===== src/rtl/rnn_bias_act.sv =====
// rnn_bias_act: post-accumulate stage of the RNN hidden layer.
// Adds the per-unit Q8.8 bias to the accumulator, rounds to Q8.8, applies
// hard-tanh, and streams one activation per hidden unit.
// Optional: define RNN_BIAS_ACT_SATCNT_EN to add the sat_count output, which
// counts delivered activations where the clamp engaged.
module rnn_bias_act #(
   parameter int unsigned N_UNITS = 32,
   parameter int unsigned FRAC    = 8,
   parameter int unsigned DATA_W  = 16,
   parameter int unsigned ACC_W   = 32,
   localparam int unsigned IDX_W  = (N_UNITS > 1) ? $clog2(N_UNITS) : 1
) (
   input  logic              clk,
   input  logic              rst_n,
   input  logic              clear,
   input  logic              in_valid,
   output logic              in_ready,
   input  logic [ACC_W-1:0]  in_acc,
   output logic [IDX_W-1:0]  bias_addr,
   input  logic [DATA_W-1:0] bias_data,
   output logic              out_valid,
   input  logic              out_ready,
   output logic [DATA_W-1:0] out_data,
   output logic [IDX_W-1:0]  out_index,
   output logic              out_last
`ifdef RNN_BIAS_ACT_SATCNT_EN
   ,
   output logic [15:0]       sat_count
`endif
);

   // Sum carries one extra bit so acc + shifted bias cannot overflow;
   // rounding adds one more bit so the half-LSB add cannot overflow either.
   localparam int unsigned SUM_W  = ACC_W + 1;
   localparam int unsigned RND_W  = SUM_W + 1;
   localparam int unsigned BPAD_W = SUM_W - DATA_W - FRAC;
   localparam int unsigned LAST_I = N_UNITS - 1;

   localparam logic signed [RND_W-1:0] HALF_LSB = RND_W'(1 << (FRAC - 1));
   localparam logic signed [RND_W-1:0] R_MAX    = RND_W'(1 << FRAC);
   localparam logic signed [RND_W-1:0] R_MIN    = RND_W'(-(1 << FRAC));

   // ---------------------------------------------------------------------
   // State
   // ---------------------------------------------------------------------
   logic [IDX_W-1:0]  idx_q,       idx_d;
   logic              s1_valid_q,  s1_valid_d;
   logic [SUM_W-1:0]  s1_sum_q,    s1_sum_d;
   logic [IDX_W-1:0]  s1_idx_q,    s1_idx_d;
   logic              s1_last_q,   s1_last_d;
   logic              out_valid_q, out_valid_d;
   logic [DATA_W-1:0] out_data_q,  out_data_d;
   logic [IDX_W-1:0]  out_index_q, out_index_d;
   logic              out_last_q,  out_last_d;
`ifdef RNN_BIAS_ACT_SATCNT_EN
   logic              out_sat_q,   out_sat_d;
   logic [15:0]       sat_cnt_q,   sat_cnt_d;
`endif

   // ---------------------------------------------------------------------
   // Combinational datapath / handshake signals
   // ---------------------------------------------------------------------
   logic              out_adv_c;
   logic              s1_adv_c;
   logic              accept_c;
   logic              idx_is_last_c;
   logic [SUM_W-1:0]  acc_ext_c;
   logic [SUM_W-1:0]  bias_ext_c;
   logic [SUM_W-1:0]  sum_c;
   logic signed [RND_W-1:0] rnd_c;
   logic signed [RND_W-1:0] r_c;
   logic [DATA_W-1:0] act_c;
   logic              clamp_hi_c;
   logic              clamp_lo_c;

   // Handshake: each stage advances when its successor is empty or advancing;
   // clear blocks intake for the cycle it is asserted.
   always_comb begin
      out_adv_c = 1'b0;
      s1_adv_c  = 1'b0;
      in_ready  = 1'b0;
      accept_c  = 1'b0;

      out_adv_c = !out_valid_q || out_ready;
      s1_adv_c  = s1_valid_q && out_adv_c;
      in_ready  = (!s1_valid_q || out_adv_c) && !clear;
      accept_c  = in_valid && in_ready;
   end

   // Stage 1 arithmetic: sign-extend both operands and align the bias to
   // the accumulator's 2*FRAC fractional bits.
   always_comb begin
      acc_ext_c     = '0;
      bias_ext_c    = '0;
      sum_c         = '0;
      idx_is_last_c = 1'b0;

      acc_ext_c     = {in_acc[ACC_W-1], in_acc};
      bias_ext_c    = {{BPAD_W{bias_data[DATA_W-1]}}, bias_data, {FRAC{1'b0}}};
      sum_c         = acc_ext_c + bias_ext_c;
      idx_is_last_c = (idx_q == IDX_W'(LAST_I));
   end

   // Stage 2 arithmetic: round-half-up to Q8.8, then clamp the full-width
   // result to [-1.0, +1.0] so large sums never wrap into range.
   always_comb begin
      rnd_c      = '0;
      r_c        = '0;
      act_c      = '0;
      clamp_hi_c = 1'b0;
      clamp_lo_c = 1'b0;

      rnd_c      = $signed({s1_sum_q[SUM_W-1], s1_sum_q}) + HALF_LSB;
      r_c        = rnd_c >>> FRAC;
      clamp_hi_c = (r_c > R_MAX);
      clamp_lo_c = (r_c < R_MIN);
      if (clamp_hi_c) begin
         act_c = DATA_W'(R_MAX);
      end else if (clamp_lo_c) begin
         act_c = DATA_W'(R_MIN);
      end else begin
         act_c = DATA_W'(r_c);
      end
   end

   // Unit index: advances per accepted beat, wraps at the end of the frame.
   always_comb begin
      idx_d = idx_q;
      if (clear) begin
         idx_d = '0;
      end else if (accept_c) begin
         idx_d = idx_is_last_c ? '0 : idx_q + IDX_W'(1);
      end
   end

   // Stage 1 next state: capture sum and index tag on accept.
   always_comb begin
      s1_valid_d = s1_valid_q;
      s1_sum_d   = s1_sum_q;
      s1_idx_d   = s1_idx_q;
      s1_last_d  = s1_last_q;
      if (clear) begin
         s1_valid_d = 1'b0;
      end else if (accept_c) begin
         s1_valid_d = 1'b1;
         s1_sum_d   = sum_c;
         s1_idx_d   = idx_q;
         s1_last_d  = idx_is_last_c;
      end else if (s1_adv_c) begin
         s1_valid_d = 1'b0;
      end
   end

   // Output stage next state: payload only changes when the stage advances.
   always_comb begin
      out_valid_d = out_valid_q;
      out_data_d  = out_data_q;
      out_index_d = out_index_q;
      out_last_d  = out_last_q;
`ifdef RNN_BIAS_ACT_SATCNT_EN
      out_sat_d   = out_sat_q;
`endif
      if (clear) begin
         out_valid_d = 1'b0;
      end else if (out_adv_c) begin
         out_valid_d = s1_valid_q;
         if (s1_valid_q) begin
            out_data_d  = act_c;
            out_index_d = s1_idx_q;
            out_last_d  = s1_last_q;
`ifdef RNN_BIAS_ACT_SATCNT_EN
            out_sat_d   = clamp_hi_c || clamp_lo_c;
`endif
         end
      end
   end

`ifdef RNN_BIAS_ACT_SATCNT_EN
   // Saturation counter: counts delivered clamped beats, sticks at all-ones.
   always_comb begin
      sat_cnt_d = sat_cnt_q;
      if (clear) begin
         sat_cnt_d = '0;
      end else if (out_valid_q && out_ready && out_sat_q && (sat_cnt_q != 16'hFFFF)) begin
         sat_cnt_d = sat_cnt_q + 16'(1);
      end
   end

   // Saturation counter register.
   always_ff @(posedge clk or negedge rst_n) begin
      if (!rst_n) begin
         out_sat_q <= 1'b0;
         sat_cnt_q <= '0;
      end else begin
         out_sat_q <= out_sat_d;
         sat_cnt_q <= sat_cnt_d;
      end
   end

   assign sat_count = sat_cnt_q;
`endif

   // Pipeline and index registers.
   always_ff @(posedge clk or negedge rst_n) begin
      if (!rst_n) begin
         idx_q       <= '0;
         s1_valid_q  <= 1'b0;
         s1_sum_q    <= '0;
         s1_idx_q    <= '0;
         s1_last_q   <= 1'b0;
         out_valid_q <= 1'b0;
         out_data_q  <= '0;
         out_index_q <= '0;
         out_last_q  <= 1'b0;
      end else begin
         idx_q       <= idx_d;
         s1_valid_q  <= s1_valid_d;
         s1_sum_q    <= s1_sum_d;
         s1_idx_q    <= s1_idx_d;
         s1_last_q   <= s1_last_d;
         out_valid_q <= out_valid_d;
         out_data_q  <= out_data_d;
         out_index_q <= out_index_d;
         out_last_q  <= out_last_d;
      end
   end

   // Output drive.
   assign bias_addr = idx_q;
   assign out_valid = out_valid_q;
   assign out_data  = out_data_q;
   assign out_index = out_index_q;
   assign out_last  = out_last_q;

endmodule


===== config.mk =====
export PLATFORM = sky130hd
export DESIGN_NAME = rnn_bias_act
export DESIGN_NICKNAME = d
export VERILOG_FILES = /design/src/rtl/rnn_bias_act.sv
export SDC_FILE = /design/constraint.sdc
export NUM_CORES = 1
export LEC_CHECK = 0
export CORE_MARGIN = 2
export CORE_UTILIZATION = 38
export CTS_CLUSTER_SIZE = 25
export DETAILED_ROUTE_END_ITERATION = 6
export PLACE_DENSITY_LB_ADDON = 0.05
export SLEW_MARGIN = 20
export SYNTH_ARGS = -nofsm -noshare
export SYNTH_HDL_FRONTEND = slang
export SYNTH_SLANG_ARGS = --single-unit

===== constraint.sdc =====
create_clock -name clk -period 2.34 [get_ports clk]
set_input_delay 0.468 -clock clk [delete_from_list [all_inputs] [get_ports clk]]
set_output_delay 0.468 -clock clk [all_outputs]
set_load 0.005 [all_outputs]

==> results.json, run 1 <==
{
  "hold_viol": 0,
  "numCtsBuffers": 9,
  "setup_slack_ns": -0.129,
  "core_um2": 11600,
  "synth_cells": 542,
  "path_class": "flop to flop",
  "finalClockSkew_ns": 0.00981,
  "cp.required_ns": 2.57,
  "clock_sinks": 61,
  "pwr-share-clk_pct": 35.0,
  "route.vias.total": 4779,
  "gp_congestion": 0.861,
  "grt_overflow": 0,
  "drt_wl_total_um": 13900,
  "finalCritPeriodShare_pct": 106,
  "tightestPinTransition_ns": 0.626,
  "async_flop_share_pct": 100,
  "fin_area_um2": 7340,
  "hp-class": "input pin to asynchronous set/reset pin",
  "ys_seq_area_share_pct": 33.6,
  "ir_drop_uv": 442,
  "viasPerCell": 5.30,
  "reg2reg_depth": 9,
  "synth_area_um2": 4540,
  "dpl.hpwl_um": 10000,
  "final_nets": 835,
  "violations": "setup timing",
  "synth-main-ff-cell": "dfrtp_1",
  "first_pass_iters": 4,
  "layoutNonFillerInstCount": 902,
  "dp.cells": 848,
  "grt_max_degree": 62,
  "power.switching_uw": 1420,
  "crit_fanout": 5,
  "endpoint_kind": "flop",
  "synth.distinct_cells": 70,
  "final_common_cell": "buf_4",
  "die_h_um": 113,
  "cap_violations": 0,
  "synth-edff-count": 0,
  "power.density_nw_per_um2": 616,
  "avgSynthCellArea_um2": 8.38,
  "status": "finished with violations",
  "drc": 0,
  "ios": 82,
  "grt_usage_pct": 22.0,
  "wire_per_inst_um": 15.4,
  "final_cell_mix": "buf_4, nand2_1, dfrtp_1, clkdlybuf4s50_1, o21ai_0",
  "first_iter_violations": 316,
  "ys_warn_count": 0,
  "critPathLaunchType": "flop",
  "synth_nets": 623,
  "dieArea_um2": 12800,
  "initial_core_util_pct": 39.3,
  "cts_tree": "built",
  "drive_above_1_share_pct": 32.9,
  "cpMaxStageDelayCell": "or4_4",
  "finalMaxSlewViolations": 0,
  "max_stage_delay_ns": 0.49,
  "ys_seq_elements": 61,
  "layout_min_cycle_time_ns": 2.47,
  "path_cells": "and4_4 -> nand4_4 -> buf_6 -> or4_4 -> a2bb2o_4 -> nor4bb_4 -> buf_4 -> o22ai_1 -> a31o_1",
  "io_buffers": 74,
  "setup_viol": 9,
  "max_freq_mhz": 405,
  "nFillCells": 968,
  "cts-htree-levels": 3,
  "worst_ep_arrival_time_ns": 2.70,
  "seqPwrFrac_pct": 29.9,
  "slew_headroom_pct": 57.9,
  "antenna_found_initial": 0,
  "die_x_um": 113,
  "cts_buffer_depth": 2,
  "p_int_uw": 3090,
  "syn_to_final_growth_pct": 61.5,
  "sw_frac_of_total_pct": 31.5,
  "comb_power_share_pct": 35.1,
  "power_leakage_uw": 0.00345,
  "grt_pass1_wl_um": 23000,
  "rsz0062_at_grt": "true",
  "utilization_pct": 63.4,
  "pre_cts_slack_ns": -0.678,
  "num_rows": 39,
  "cts_root_buf": "clkbuf_16",
  "antenna_cells": 0,
  "insertion_delay_ns": 0.34,
  "first_global_vias": 4777,
  "final_antenna_net_count": 0,
  "path_clk_slew_ns": 0.06,
  "place_area_um2": 6240
}
-- final timing paths --
path                            slack [ns]          from      endpoint
worst max-delay path                 -0.13  s1_sum_q[14]   out_data[8]
worst min-delay path                  0.13         rst_n  out_data[10]
worst max register to register       -0.13  s1_sum_q[14]   out_data[8]
worst min register to register        0.47   s1_idx_q[0]  out_index[0]
max in group asynchronous             1.92         rst_n  s1_sum_q[11]
min in group clk                      0.47   s1_idx_q[0]  out_index[0]
-- kinds of logic (layout without fill, tap and decap cells) --
logic type               Yosys count  count (layout)  synth area share (%)
AO/OA/AOI/OAI                    145             146                  21.5
XOR/XNOR                          25              25                  4.82
flip-flops                        61              61                  33.6
AND/OR/NAND/NOR                  241             241                  27.1
multiplexers                       4               4                 0.937
buffers and inverters             38             254                  4.19
adder cells (fa/ha/maj)           28              28                  7.88
-- Yosys cell counts (all sizes together) (3+ instances only) --
cell type	instances	share of area (%)
nand2	124	10
dfrtp	61	34
o21ai	37	4.1
a21oi	29	3.2
ha	27	7.4
nor2	19	1.6
inv	16	1.3
nand3	16	1.8
nand4	15	2.4
xnor2	15	2.9
and3	13	1.9
clkbuf	13	1.5
a21o	10	1.7
nor3	10	1.1
xor2	10	1.9
a31oi	9	1.2
buf	9	1.3
o31ai	9	1.5
nor4	8	1.8
a211oi	7	1.2
o21a	7	1.2
and2	6	0.83
and4	6	1.3
o211ai	5	0.83
nor2b	4	0.55
o21bai	4	0.66
a211o	3	0.58
nand3b	3	0.50
o2111ai	3	0.96
o311ai	3	0.58
or2	3	0.41
or3	3	0.41
or4	3	0.58
-- flip-flops by register name, summed over array words and instances (netlist names) --
signal and cells:
out_index 5, s1_sum_q 26, out_valid 1, s1_idx_q 5
bias_addr 5, s1_last_q 1, s1_valid_q 1, out_last 1
out_data 16
-- repair_timing --
| item | in CTS | in global routing |
|---|---|---|
| hold buffers | 0 | 0 |
| pin swaps | 42 | 46 |
| setup endpoints to repair | 24 | 21 |
| gates cloned | 2 | 0 |
| buffers inserted | 23 | 14 |
| resized for setup | 69 | 59 |
-- metrics by stage --
stage,total power [µW],setup TNS [ns],hold slack [ns]
6_report,4520,-0.571,0.133
5_1_grt,4760,-1.74,0.173
4_1_cts,4420,-0.429,0.148
3_5_place_dp,2710,-9.36,0.454
3_3_place_gp,2680,-8.33,0.457
2_1_floorplan,2060,-0.0221,0.172
-- critical path: cells and delay by family (launching register included) --
family	cells	cell delay (ns)
buf+inv	2	0.35
compound gates	3	0.49
flops	1	0.37
simple gates	4	1.15
-- layout make-up --
cell class	count	area (µm²)	share of cell area, %
multi-input cells	444	3350	45.6
repair buffers	222	1880	25.6
flip-flops and latches	61	1530	20.8
clock buffers	9	225	3.07
well taps	143	179	2.44
clock inverters	7	121	1.65
inverters	16	60.1	0.819
-- power by group through the flow --
stage          sequential [µW]  clock [µW]  combinational, µW
2_1_floorplan             1340           0                718
3_3_place_gp              1360           0               1310
3_5_place_dp              1370           0               1330
4_1_cts                   1340        1600               1480
5_1_grt                   1370        1650               1740
6_report                  1350        1580               1590
-- layer usage --
metal  part of all wire, %  track usage (%)
met1                    47             29.7
met2                    48             37.2
met3                   4.0             3.16
met4                  0.78             5.45
met5                     0                0
Note: power is estimated with default switching activity, not from simulation.
==> run 2: changes to the inputs <==
TNS_END_PERCENT = 20   (was not set)
==> results.json, run 2 (synthesized netlist as in run 1, its figures left out) <==
{
  "dp.cells": 858,
  "top_register": "s1_sum_q",
  "p_total_uw": 4340,
  "power_leakage_uw": 0.00323,
  "cap_violations": 0,
  "status": "finished with violations",
  "gp_congestion": 0.829,
  "ir_drop_uv": 436,
  "sw_frac_of_total_pct": 31.8,
  "wire_per_inst_um": 15.4,
  "max_freq_mhz": 413,
  "cts-hold-fix-buffers": 0,
  "antenna_found_initial": 0,
  "comb_power_share_pct": 34.6,
  "drc": 0,
  "finalSetupTns_ns": -0.261,
  "tightestPinTransition_ns": 0.542,
  "slew_headroom_pct": 63.6,
  "setup_viol": 8,
  "critPathLaunchType": "flop",
  "largest_reg_flops": 26,
  "cts_buffer_depth": 2,
  "power.switching_uw": 1380,
  "reg2reg_slack_ns": -0.08,
  "grt_usage_pct": 21.8,
  "syn_to_final_growth_pct": 55.9,
  "pwr-share-clk_pct": 34.0,
  "dieArea_um2": 12800,
  "first_pass_iters": 5,
  "die_h_um": 113,
  "path_class": "flop to flop",
  "clock_sinks": 61,
  "worst_ep_arrival_time_ns": 2.64,
  "numCtsBuffers": 9,
  "p_int_uw": 2970,
  "path_clk_slew_ns": 0.06,
  "route.vias.total": 4803,
  "finalClockSkew_ns": 0.00751,
  "power.density_nw_per_um2": 614,
  "hold_viol": 0,
  "rsz0062_at_grt": "true",
  "first_global_vias": 4674,
  "grt_overflow": 0,
  "crit_fanout": 9,
  "initial_core_util_pct": 39.3,
  "nFillCells": 1042,
  "core_um2": 11600,
  "drt_wl_total_um": 13700,
  "grt_max_degree": 62,
  "final_antenna_net_count": 0,
  "grt_pass1_wl_um": 22700,
  "viasPerCell": 5.40,
  "finalMaxSlewViolations": 0,
  "seqPwrFrac_pct": 31.4,
  "ios": 82,
  "hp-class": "input pin to asynchronous set/reset pin",
  "finalCritPeriodShare_pct": 104,
  "drive_above_1_share_pct": 30.5,
  "layout_min_cycle_time_ns": 2.42,
  "rr_startpoint": "s1_sum_q[21]",
  "io_buffers": 74,
  "first_iter_violations": 300,
  "reg2reg_depth": 8,
  "layoutNonFillerInstCount": 890,
  "die_x_um": 113,
  "final_cell_mix": "buf_4, nand2_1, dfrtp_1, clkdlybuf4s50_1, o21ai_0",
  "cts_tree": "built",
  "final_common_cell": "buf_4",
  "antenna_cells": 0,
  "setup_slack_ns": -0.0838,
  "cp.required_ns": 2.55,
  "insertion_delay_ns": 0.33,
  "endpoint_kind": "flop",
  "violations": "setup timing",
  "r2r-end": "out_data[8]",
  "final_nets": 823,
  "num_rows": 39,
  "dpl.hpwl_um": 9960,
  "cts_root_buf": "clkbuf_16",
  "cts-htree-levels": 3
}
[run 2: cell count changes in the layout (fill, tap and decap cells not counted), moves of 3 or more]
cell	change
dlymetal6s2s_1	-14
buf_6	+3
buf_4	-17
o21ai_1	-8
dlygate4sd2_1	+7
o311ai_0	-3
ha_4	-7
clkdlybuf4s50_1	+11
o311ai_1	+3
o21ai_0	+8
ha_1	+6
[run 2: through the flow]
stage / hold slack (ns) / setup WS [ns] / cell area (µm²) / utilization (%)
final: 0.146 / -0.0838 / 7080 / 61.2
after floorplan: 0.172 / -0.0148 / 4610 / -
after detailed placement: 0.454 / -0.661 / 6320 / 54.6
after global placement: 0.456 / -0.608 / 6320 / 54.6
after CTS: 0.159 / -0.0761 / 7010 / 60.7
after global routing: 0.166 / -0.172 / 7080 / 61.2
[run 2: power groups by stage]
stage | Clock [µW] | Sequential [µW] | Combinational [µW]
6_report | 1480 | 1360 | 1500
3_3_place_gp | 0 | 1370 | 1330
4_1_cts | 1510 | 1360 | 1470
5_1_grt | 1550 | 1390 | 1660
3_5_place_dp | 0 | 1370 | 1350
2_1_floorplan | 0 | 1340 | 714
[run 2: how the worst max path moves through the flow]
stage | start | endpoint | slack, ns | depth (start not counted)
finish | s1_sum_q[21] | out_data[8] | -0.08 | 8
detailed placement | in_acc[14] | s1_sum_q[27] | -0.66 | 9
global route | s1_sum_q[21] | out_data[8] | -0.17 | 8
CTS | s1_sum_q[7] | out_data[8] | -0.08 | 9
global placement | in_acc[14] | s1_sum_q[31] | -0.61 | 9
floorplan | s1_sum_q[7] | out_data[8] | -0.01 | 10
[run 2: final cells by class]
| cell class | instances | area, µm² | share of cell area, % |
|---|---|---|---|
| clock inverters | 6 | 93.8 | 1.33 |
| flip-flops and latches | 61 | 1530 | 21.6 |
| multi-input cells | 444 | 3210 | 45.3 |
| repair buffers | 210 | 1770 | 25.0 |
| inverters | 16 | 60.1 | 0.848 |
| clock buffers | 10 | 239 | 3.38 |
| well taps | 143 | 179 | 2.53 |
[run 2: critical path, cell delays in order (launching register included)]
cell,delay [ns]
dfrtp_1,0.40
and4_4,0.27
nand4_4,0.15
or4_4,0.53
a2bb2o_4,0.22
nor4bb_1,0.26
buf_4,0.21
o22ai_1,0.08
a31o_1,0.20
[run 2: repair_timing]
action                                  4_1_cts  5_1_grt
gates resized for setup                      79       14
buffers inserted                             13        2
cloned                                        1        0
endpoints found under the setup margin       25       21
hold endpoints to repair                      0        0
pin swaps                                    39       14
[run 2: metal layers]
layer  global-route usage, %  wire length, µm  up-vias
met4                    5.28              174        0
met1                    29.6             6400     2257
li1                        -                -     2410
met5                       0                0        -
met3                    3.00              595       17
met2                    36.8             6520      119
==> run 3: changes to the inputs <==
CTS_CLUSTER_DIAMETER = 200   (was not set)
==> results of run 3 <==
The final DEF is identical to that of run 2; final timing and power are the same.
